[src/rtl/univ_shift_pkg.sv]
// rtl/univ_shift_pkg.sv - mode encodings and burst FSM states for univ_shift_reg
package univ_shift_pkg;

    localparam logic [2:0] MODE_HOLD = 3'd0;
    localparam logic [2:0] MODE_SHL  = 3'd1;
    localparam logic [2:0] MODE_SHR  = 3'd2;
    localparam logic [2:0] MODE_ROL  = 3'd3;
    localparam logic [2:0] MODE_ROR  = 3'd4;
    localparam logic [2:0] MODE_ASR  = 3'd5;
    localparam logic [2:0] MODE_LOAD = 3'd6;

    typedef enum logic {
        ST_IDLE,
        ST_RUN
    } state_e;

endpackage

[src/rtl/univ_shift_reg_shift_core.sv]
// rtl/univ_shift_reg_shift_core.sv - combinational next register value and serial-out bit
module shift_core
    import univ_shift_pkg::*;
#(
    parameter int WIDTH = 8,
    parameter int AMT_W = $clog2(WIDTH)
) (
    input  logic [WIDTH-1:0] po,
    input  logic [2:0]       mode,
    input  logic [AMT_W-1:0] amt,
    input  logic             si,
    input  logic [WIDTH-1:0] load_value,
    output logic [WIDTH-1:0] po_next,
    output logic             so_upd,
    output logic             so_val
);

    localparam int IDX_W = $clog2(WIDTH);
    localparam logic [WIDTH-1:0] ONES = {WIDTH{1'b1}};

    int   k_i;
    int   r_i;
    logic sign;

    always_comb begin
        po_next = po;
        so_upd  = 1'b0;
        so_val  = 1'b0;
        k_i     = int'(amt);
        r_i     = k_i % WIDTH;
        sign    = po[WIDTH-1];
        case (mode)
            MODE_SHL: if (k_i != 0) begin
                po_next = (po << k_i) | (~(ONES << k_i) & {WIDTH{si}});
                so_upd  = 1'b1;
                if (k_i >= WIDTH) so_val = si;
                else              so_val = po[IDX_W'(WIDTH - k_i)];
            end
            MODE_SHR: if (k_i != 0) begin
                po_next = (po >> k_i) | (~(ONES >> k_i) & {WIDTH{si}});
                so_upd  = 1'b1;
                if (k_i >= WIDTH) so_val = si;
                else              so_val = po[IDX_W'(k_i - 1)];
            end
            MODE_ASR: if (k_i != 0) begin
                po_next = (po >> k_i) | (~(ONES >> k_i) & {WIDTH{sign}});
                so_upd  = 1'b1;
                if (k_i >= WIDTH) so_val = sign;
                else              so_val = po[IDX_W'(k_i - 1)];
            end
            // A rotate by a whole multiple of WIDTH moves nothing, so so is left alone.
            MODE_ROL: if (r_i != 0) begin
                po_next = (po << r_i) | (po >> (WIDTH - r_i));
                so_upd  = 1'b1;
                so_val  = po[IDX_W'(WIDTH - r_i)];
            end
            MODE_ROR: if (r_i != 0) begin
                po_next = (po >> r_i) | (po << (WIDTH - r_i));
                so_upd  = 1'b1;
                so_val  = po[IDX_W'(r_i - 1)];
            end
            MODE_LOAD: po_next = load_value;
            default: ;
        endcase
    end

endmodule

[src/rtl/univ_shift_reg.sv]
// rtl/univ_shift_reg.sv - universal shift register with burst engine; UNIV_SHIFT_PARITY_EN adds registered parity
module univ_shift_reg
    import univ_shift_pkg::*;
#(
    parameter int               WIDTH       = 8,
    parameter int               AMT_W       = $clog2(WIDTH),
    parameter int               CNT_W       = 8,
    parameter logic [WIDTH-1:0] RESET_VALUE = {WIDTH{1'b0}}
) (
    input  logic             clk,
    input  logic             rst,
    input  logic             en,
    input  logic [2:0]       mode,
    input  logic [AMT_W-1:0] amt,
    input  logic             si,
    input  logic [WIDTH-1:0] load_value,
    input  logic             start,
    input  logic [CNT_W-1:0] burst_len,
    output logic [WIDTH-1:0] po,
    output logic             so,
    output logic             busy,
    output logic             done,
    output logic             parity
);

    state_e           state_q, state_d;
    logic [CNT_W-1:0] cnt_q, cnt_d;
    logic [2:0]       op_mode_q, op_mode_d;
    logic [AMT_W-1:0] op_amt_q, op_amt_d;
    logic [WIDTH-1:0] po_q, po_d;
    logic             so_q, so_d;
    logic             done_q, done_d;

    logic [2:0]       core_mode;
    logic [AMT_W-1:0] core_amt;
    logic [WIDTH-1:0] core_po;
    logic             core_so_upd;
    logic             core_so_val;

    // During a burst the latched op drives the core; si/load_value stay live.
    assign core_mode = (state_q == ST_RUN) ? op_mode_q : mode;
    assign core_amt  = (state_q == ST_RUN) ? op_amt_q  : amt;

    shift_core #(
        .WIDTH (WIDTH),
        .AMT_W (AMT_W)
    ) u_core (
        .po         (po_q),
        .mode       (core_mode),
        .amt        (core_amt),
        .si         (si),
        .load_value (load_value),
        .po_next    (core_po),
        .so_upd     (core_so_upd),
        .so_val     (core_so_val)
    );

    always_comb begin
        state_d   = state_q;
        cnt_d     = cnt_q;
        op_mode_d = op_mode_q;
        op_amt_d  = op_amt_q;
        po_d      = po_q;
        so_d      = so_q;
        done_d    = 1'b0;
        case (state_q)
            ST_IDLE: begin
                if (start) begin
                    op_mode_d = mode;
                    op_amt_d  = amt;
                    cnt_d     = burst_len;
                    if (burst_len == '0) done_d  = 1'b1;
                    else                 state_d = ST_RUN;
                end else if (en) begin
                    po_d = core_po;
                    if (core_so_upd) so_d = core_so_val;
                end
            end
            ST_RUN: begin
                po_d = core_po;
                if (core_so_upd) so_d = core_so_val;
                cnt_d = cnt_q - CNT_W'(1);
                if (cnt_q == CNT_W'(1)) begin
                    state_d = ST_IDLE;
                    done_d  = 1'b1;
                end
            end
            default: state_d = ST_IDLE;
        endcase
    end

    always_ff @(posedge clk or negedge rst) begin
        if (!rst) begin
            state_q   <= ST_IDLE;
            cnt_q     <= '0;
            op_mode_q <= MODE_HOLD;
            op_amt_q  <= '0;
            po_q      <= RESET_VALUE;
            so_q      <= 1'b0;
            done_q    <= 1'b0;
        end else begin
            state_q   <= state_d;
            cnt_q     <= cnt_d;
            op_mode_q <= op_mode_d;
            op_amt_q  <= op_amt_d;
            po_q      <= po_d;
            so_q      <= so_d;
            done_q    <= done_d;
        end
    end

    assign po   = po_q;
    assign so   = so_q;
    assign busy = (state_q == ST_RUN);
    assign done = done_q;

`ifdef UNIV_SHIFT_PARITY_EN
    logic parity_q, parity_d;

    always_comb begin
        parity_d = ^po_d;
    end

    always_ff @(posedge clk or negedge rst) begin
        if (!rst) parity_q <= ^RESET_VALUE;
        else      parity_q <= parity_d;
    end

    assign parity = parity_q;
`else
    assign parity = 1'b0;
`endif

endmodule

[config.mk]
export PLATFORM = sky130hd
export DESIGN_NAME = univ_shift_reg
export DESIGN_NICKNAME = d
export VERILOG_FILES = /design/src/rtl/univ_shift_pkg.sv /design/src/rtl/univ_shift_reg_shift_core.sv /design/src/rtl/univ_shift_reg.sv
export SDC_FILE = /design/constraint.sdc
export NUM_CORES = 1
export LEC_CHECK = 0
export ABC_AREA = 1
export BUFFER_PORTS_ARGS = -buffer_cell sky130_fd_sc_hd__buf_2
export CORE_UTILIZATION = 30
export CTS_CLUSTER_SIZE = 24
export DETAILED_ROUTE_END_ITERATION = 8
export GPL_TIMING_DRIVEN = 0
export PLACE_DENSITY_LB_ADDON = 0.2
export SLEW_MARGIN = 20
export SYNTH_ARGS = -nofsm -noshare
export SYNTH_HDL_FRONTEND = slang
export SYNTH_SLANG_ARGS = --single-unit
[constraint.sdc]
create_clock -name clk -period 3.85 [get_ports clk]
set_clock_uncertainty 0.05 [all_clocks]
set_input_delay 0.77 -clock clk [delete_from_list [all_inputs] [get_ports clk]]
set_output_delay 0.77 -clock clk [all_outputs]
set_load 0.03 [all_outputs]
==> impl_metrics.csv, run 1 <==
group,metric,value,unit
worst_setup_path,crit_arrival,3.42,ns
power_and_ir_drop,p_leak,0.00167,uW
worst_setup_path,worst_setup_path_start_kind,"flip-flop",
cts,cts_tree,"yes",
layout,instances_no_fill,660,
yosys,avgSynthCellArea,5.96,um^2
worst_setup_path,critPathMaxStageDelay,0.51,ns
routing,routedWlPerCell,15.4,um
yosys,synthTopCellsByArea,"nand2_1, dfrtp_1, nand3_1",
flow_run,cap_violations,0,
timing,tns,0,ns
layout,area_delta_synth_final,13.6,%
power_and_ir_drop,ir_drop,0.120,mV
layout,fillCellCount,1022,
floorplanning,die_x,101,um
timing,grt_setup_unrepaired,"false",
routing,dr.pass1.iters,5,
placement,hpwl,8010,um
worst_setup_path,cp_common_cell,"nand2_1",
worst_setup_path,cp_num_buf_inv,6,
global_route,grt_first_pass_wirelength,16600,um
floorplanning,io_pins,39,
yosys,yosys_warnings,0,
routing,vias,3363,
placement,portBuffers,37,
yosys,synthDistinctLibCells,32,
cts,post_cts_buffers,0,
routing,drtIter0Drc,333,
timing,period_needed,3.29,ns
cts,clock_sinks,25,
run_status,status,"completed",
routing,wirelength,10200,um
timing,clock.fmax,0.304,GHz
cts,cts-root-buf,"clkbuf_8",
global_route,grt_max_degree,26,
layout,nets,565,
worst_setup_path,path_class,"flip-flop to flip-flop",
worst_setup_path,crit_slowest_cell,"dfrtp_1",
cts,cts_htree_levels,1,
power_and_ir_drop,pwr_density_cell,142,mW/mm^2
cts,cts.clk_slew.worst_paths,0.11,ns
yosys,yosysTopAreaCellShare,23.6,%
yosys,synth_fp_nets,523,
worst_hold_path,worstHoldPathType,"primary input to asynchronous set/reset pin",
yosys,yosysMostFrequentCell,"nand2_1",
cts,cts_buffers,3,
placement,place_inst,656,
worst_setup_path,worstPathRequired,3.98,ns
yosys,synth-async-reset-ratio,100,%
global_route,antenna_found_initial,0,
layout,antenna_cells,0,
routing,viasPerCell,5.10,
worst_setup_path,worst_setup_path_end_kind,"flip-flop",
timing,worst_slew_pin_slew,0.627,ns
yosys,synth-edff-count,0,
layout,layout-drive-gt1-share,16.8,%
global_route,grt-ovfl-total,0,
floorplanning,rows,35,
timing,min_period_over_period,85.4,%
yosys,synth_flop_cell,"dfrtp_1",
timing,hold_violations,0,
yosys,ys_seq_area_share,21.4,%
routing,antenna_left,0,
cts,hold_buffers,0,
floorplanning,start_util,31.3,%
cts,cts-resized-gates,0,
cts,clockBufferDepth,2,
cts,clk_latency,0.28,ns
yosys,synth_commonest_cells,"nand2_1, nand3_1, inv_1",
worst_setup_path,cp_max_fo,11,
worst_setup_path,crit_chain,"inv_2 -> buf_6 -> nand2_4 -> nand2_4 -> buf_6 -> ha_1 -> clkbuf_1 -> inv_1 -> clkbuf_1 -> nand3_1 -> nand2_1 -> nor2_1 -> o21ai_1 -> nand2_1 -> nand2_1 -> nand2_1",
placement,place_congestion,0.909,
timing,finalSetupViolations,0,
routing,route.detailed.drc,0,
layout,utilization,35.6,%
yosys,synth_area,0.00292,mm^2
floorplanning,fp.dieH,101,um
timing,slew_violations,0,
yosys,syn_inst,490,
worst_setup_path,cp_top_family,"buffers and inverters",
global_route,grt.total_usage,21.1,%
global_route,grt_pass1_vias,3279,
yosys,ys_ff_latch,25,
yosys,synth_area_leader_cell,"nand2_1",
timing,max_slew_margin,58.2,%
floorplanning,die_area,0.0101,mm^2
floorplanning,coreArea,0.00933,mm^2
==> layout by cell type (no fill, tap or decap) <==
cell type,instances
nand2_1,184
nand3_1,85
inv_1,50
buf_2,37
nor2_1,28
dfrtp_1,25
a21oi_1,20
o21ai_0,15
nand2_4,9
nand2_2,9
buf_6,8
o221ai_1,6
ha_1,6
clkbuf_1,5
inv_2,4
nand4_1,4
nor2_4,4
o21ai_2,3
xor2_1,3
o21ai_1,3
clkbuf_8,3
buf_4,2
nor3_1,2
a21oi_4,2
nand3_2,2
a21oi_2,2
o211ai_1,2
nor4_1,1
o22ai_1,1
nor2_2,1
inv_4,1
nor2_8,1
a31oi_1,1
conb_1,1
inv_6,1
==> flip-flops by register name, summed over array words and instances, names as in the netlist <==
name	cells
cnt_q	8
po	8
op_amt_q	3
op_mode_q	3
busy	1
done	1
so	1
==> where the power goes <==
| part | internal [uW] | switching [uW] | total, uW |
|---|---|---|---|
| clock network | 76.1 | 102 | 178 |
| logic | 11.5 | 18.8 | 30.3 |
| registers | 262 | 0 | 262 |
| total | 350 | 121 | 471 |
==> cell families after synthesis <==
kind of cell | after synthesis | synth area share, %
AO/OA/AOI/OAI | 55 | 11.9
XOR/XNOR | 3 | 0.900
adder cells (fa/ha/maj) | 6 | 2.57
buffers and inverters | 70 | 11.4
flip-flops | 25 | 21.4
other | 1 | 0.128
AND/OR/NAND/NOR | 330 | 51.7
==> per-layer routing <==
layer / share of wire (%) / track usage (%)
met1: 46 / 29.2
met2: 45 / 33.8
met3: 7.3 / 2.84
met4: 2.1 / 6.80
met5: 0 / 0
==> stage by stage <==
stage                     instance area [um^2]  setup slack, ns  hold slack [ns]  total power [uW]
final                                     3320            0.564            0.440               471
after CTS                                 3320            0.575            0.464               482
after global routing                      3320            0.278            0.481               492
after floorplan                           2920             1.22            0.403               276
after detailed placement                  3270            0.415            0.439               299
after global placement                    3270            0.387            0.420               298
==> final cells by class <==
type	instances	area, um^2	share of cell area [%]
Buffer	15	124	3.73
Timing Repair Buffer	37	185	5.58
Clock inverter	1	8.76	0.264
Tap cell	129	161	4.86
Inverter	55	209	6.30
Clock buffer	3	41.3	1.24
Sequential cell	25	626	18.9
Multi-Input combinational cell	395	1960	59.2
==> worst register-to-register path, stage by stage, from the launching register on <==
cell and delay, ns:
dfrtp_1 0.51, inv_2 0.20, buf_6 0.18, nand2_4 0.06
nand2_4 0.07, buf_6 0.17, ha_1 0.24, clkbuf_1 0.25
inv_1 0.28, clkbuf_1 0.44, nand3_1 0.21, nand2_1 0.12
nor2_1 0.05, o21ai_1 0.16, nand2_1 0.07, nand2_1 0.07
nand2_1 0.05
==> worst paths after layout <==
kind	startpoint	end	slack, ns	depth (start not counted)
max in group asynchronous	rst	po[7]	2.90	1
min in group clk	op_mode_q[0]	op_mode_q[0]	0.46	2
max reg2reg	busy	po[3]	0.56	16
min reg2reg	op_mode_q[0]	op_mode_q[0]	0.46	2
min	rst	cnt_q[5]	0.44	1
max	busy	po[3]	0.56	16
Power figures use the tool's default switching activity.
==> run 2: changes to the inputs <==
--- a/config.mk
+++ b/config.mk
@@ -6,7 +6,7 @@
 export NUM_CORES = 1
 export LEC_CHECK = 0
 export ABC_AREA = 1
-export BUFFER_PORTS_ARGS = -buffer_cell sky130_fd_sc_hd__buf_2
+export BUFFER_PORTS_ARGS = -buffer_cell sky130_fd_sc_hd__buf_4
 export CORE_UTILIZATION = 30
 export CTS_CLUSTER_SIZE = 24
 export DETAILED_ROUTE_END_ITERATION = 8
==> impl_metrics.csv, run 2 (same netlist as run 1, synthesis figures left out) <==
group,metric,value,unit
cts,clk_latency,0.28,ns
cts,clockBufferDepth,2,
worst_setup_path,cp_max_fo,11,
floorplanning,die_area,0.0101,mm^2
power_and_ir_drop,p_leak,0.00169,uW
timing,slew_violations,0,
power_and_ir_drop,ir_drop,0.130,mV
worst_setup_path,r2r_cells,16,
power_and_ir_drop,pwr-share-comb,7.8,%
worst_setup_path,r2r-end,"po[3]",
power_and_ir_drop,power.total,476,uW
placement,hpwl,8070,um
floorplanning,coreArea,0.00933,mm^2
timing,fin_ws,0.634,ns
power_and_ir_drop,p_int,357,uW
worst_setup_path,worst_setup_path_start_kind,"flip-flop",
routing,wl_met2,4620,um
layout,postLayoutCellArea,0.00341,mm^2
cts,cts.clk_slew.worst_paths,0.11,ns
cts,post_cts_buffers,0,
timing,grt_setup_unrepaired,"false",
power_and_ir_drop,p_clk_share,37.0,%
floorplanning,rows,35,
worst_setup_path,crit_path_end,"po[3]",
cts,clock_sinks,25,
timing,worst_slew_pin_slew,0.531,ns
cts,cts_tree,"yes",
worst_setup_path,crit_slowest_cell,"dfrtp_1",
worst_setup_path,regToRegSetupSlack,0.63,ns
global_route,antenna_found_initial,0,
floorplanning,fp.dieH,101,um
layout,final_common_cell,"nand2_1",
placement,place_ws,0.534,ns
routing,routedWlPerCell,15.4,um
routing,dr.pass1.iters,5,
timing,min_period_over_period,83.5,%
worst_setup_path,crit_path_start,"busy",
cts,cts-resized-gates,0,
cts,hold_buffers,0,
timing,clock.fmax,0.311,GHz
layout,final_cell_mix,"nand2_1, nand3_1, inv_1",
power_and_ir_drop,power.net_switching,119,uW
global_route,grt_max_degree,26,
routing,wirelength,10200,um
cts,cts-root-buf,"clkbuf_8",
worst_setup_path,critPathMaxStageDelay,0.49,ns
routing,antenna_left,0,
timing,tns,0,ns
placement,place_congestion,0.957,
cts,cts_buffers,3,
layout,utilization,36.6,%
layout,nets,565,
power_and_ir_drop,pwr_density_cell,140,mW/mm^2
global_route,grt-ovfl-total,0,
global_route,grt.total_usage,20.8,%
placement,portBuffers,37,
layout,fillCellCount,1047,
routing,drtIter0Drc,274,
layout,area_delta_synth_final,16.7,%
run_status,status,"completed",
worst_setup_path,crit_arrival,3.34,ns
global_route,grt_first_pass_wirelength,16100,um
worst_setup_path,worstPathRequired,3.98,ns
worst_hold_path,worstHoldPathType,"primary input to asynchronous set/reset pin",
floorplanning,start_util,31.3,%
routing,wl_met1,4530,um
routing,route.detailed.drc,0,
routing,vias,3375,
timing,max_slew_margin,64.6,%
routing,top_layer,"met4",
floorplanning,io_pins,39,
floorplanning,die_x,101,um
timing,hold_violations,0,
flow_run,cap_violations,0,
worst_setup_path,worst_setup_path_end_kind,"flip-flop",
global_route,grt_pass1_vias,3177,
timing,finalSetupViolations,0,
worst_setup_path,r2r_start,"busy",
worst_setup_path,crit_chain,"inv_2 -> buf_6 -> nand2_4 -> nand2_4 -> buf_6 -> ha_1 -> clkbuf_1 -> inv_1 -> clkbuf_1 -> nand3_1 -> nand2_1 -> nor2_1 -> o21ai_1 -> nand2_1 -> nand2_1 -> nand2_1",
power_and_ir_drop,swShare,24.9,%
placement,postPlaceCellArea,0.00336,mm^2
worst_setup_path,cp_common_cell,"nand2_1",
layout,antenna_cells,0,
layout,layout-drive-gt1-share,16.8,%
worst_setup_path,path_class,"flip-flop to flip-flop",
routing,viasPerCell,5.11,
cts,cts_htree_levels,1,
power_and_ir_drop,seq_power_share,55.1,%
routing,wl_met3,764,um
timing,period_needed,3.22,ns
==> run 2: layout make-up <==
cell class,instances,area (um^2),area share [%]
multi-input cells,395,1960,57.6
plain buffers,15,124,3.63
inverters,55,209,6.13
flip-flops and latches,25,626,18.3
well taps,129,161,4.73
repair buffers,37,278,8.14
clock buffers,3,41.3,1.21
clock inverters,1,8.76,0.257
==> run 2: how the worst min path moves through the flow <==
stage,startpoint,endpoint,cells past startpoint
finish,rst,busy,1
global route,rst,done,1
CTS,rst,cnt_q[5],1
detailed placement,op_mode_q[0],op_mode_q[0],2
global placement,op_mode_q[0],op_mode_q[0],2
floorplan,op_mode_q[0],op_mode_q[0],2
==> run 2: worst max-delay path: cells and delay by family (launching register included) <==
family | cells | cell delay (ns)
AOI/OAI and AO/OA | 1 | 0.17
buffers and inverters | 6 | 1.48
DFF | 1 | 0.49
adders and majority gates | 1 | 0.24
and+or+nand+nor | 8 | 0.66
==> run 2: power by group through the flow <==
| stage | combinational [uW] | clock [uW] | sequential [uW] |
|---|---|---|---|
| finish | 37.4 | 176 | 262 |
| CTS | 38.2 | 187 | 262 |
| global placement | 37.6 | 0 | 268 |
| floorplan | 8.35 | 0 | 268 |
| global route | 40.9 | 194 | 262 |
| detailed placement | 38.1 | 0 | 268 |
==> run 2: through the flow <==
step	instances	hold slack (ns)
2_1_floorplan	490	0.403
3_3_place_gp	656	0.418
3_5_place_dp	656	0.431
4_1_cts	660	0.333
5_1_grt	660	0.342
6_report	660	0.329
==> run 2: routing by layer <==
metal / track usage, % / vias up
li1: - / 1666
met1: 27.7 / 1539
met2: 33.9 / 148
met3: 3.05 / 22
met4: 8.14 / 0
met5: 0 / -
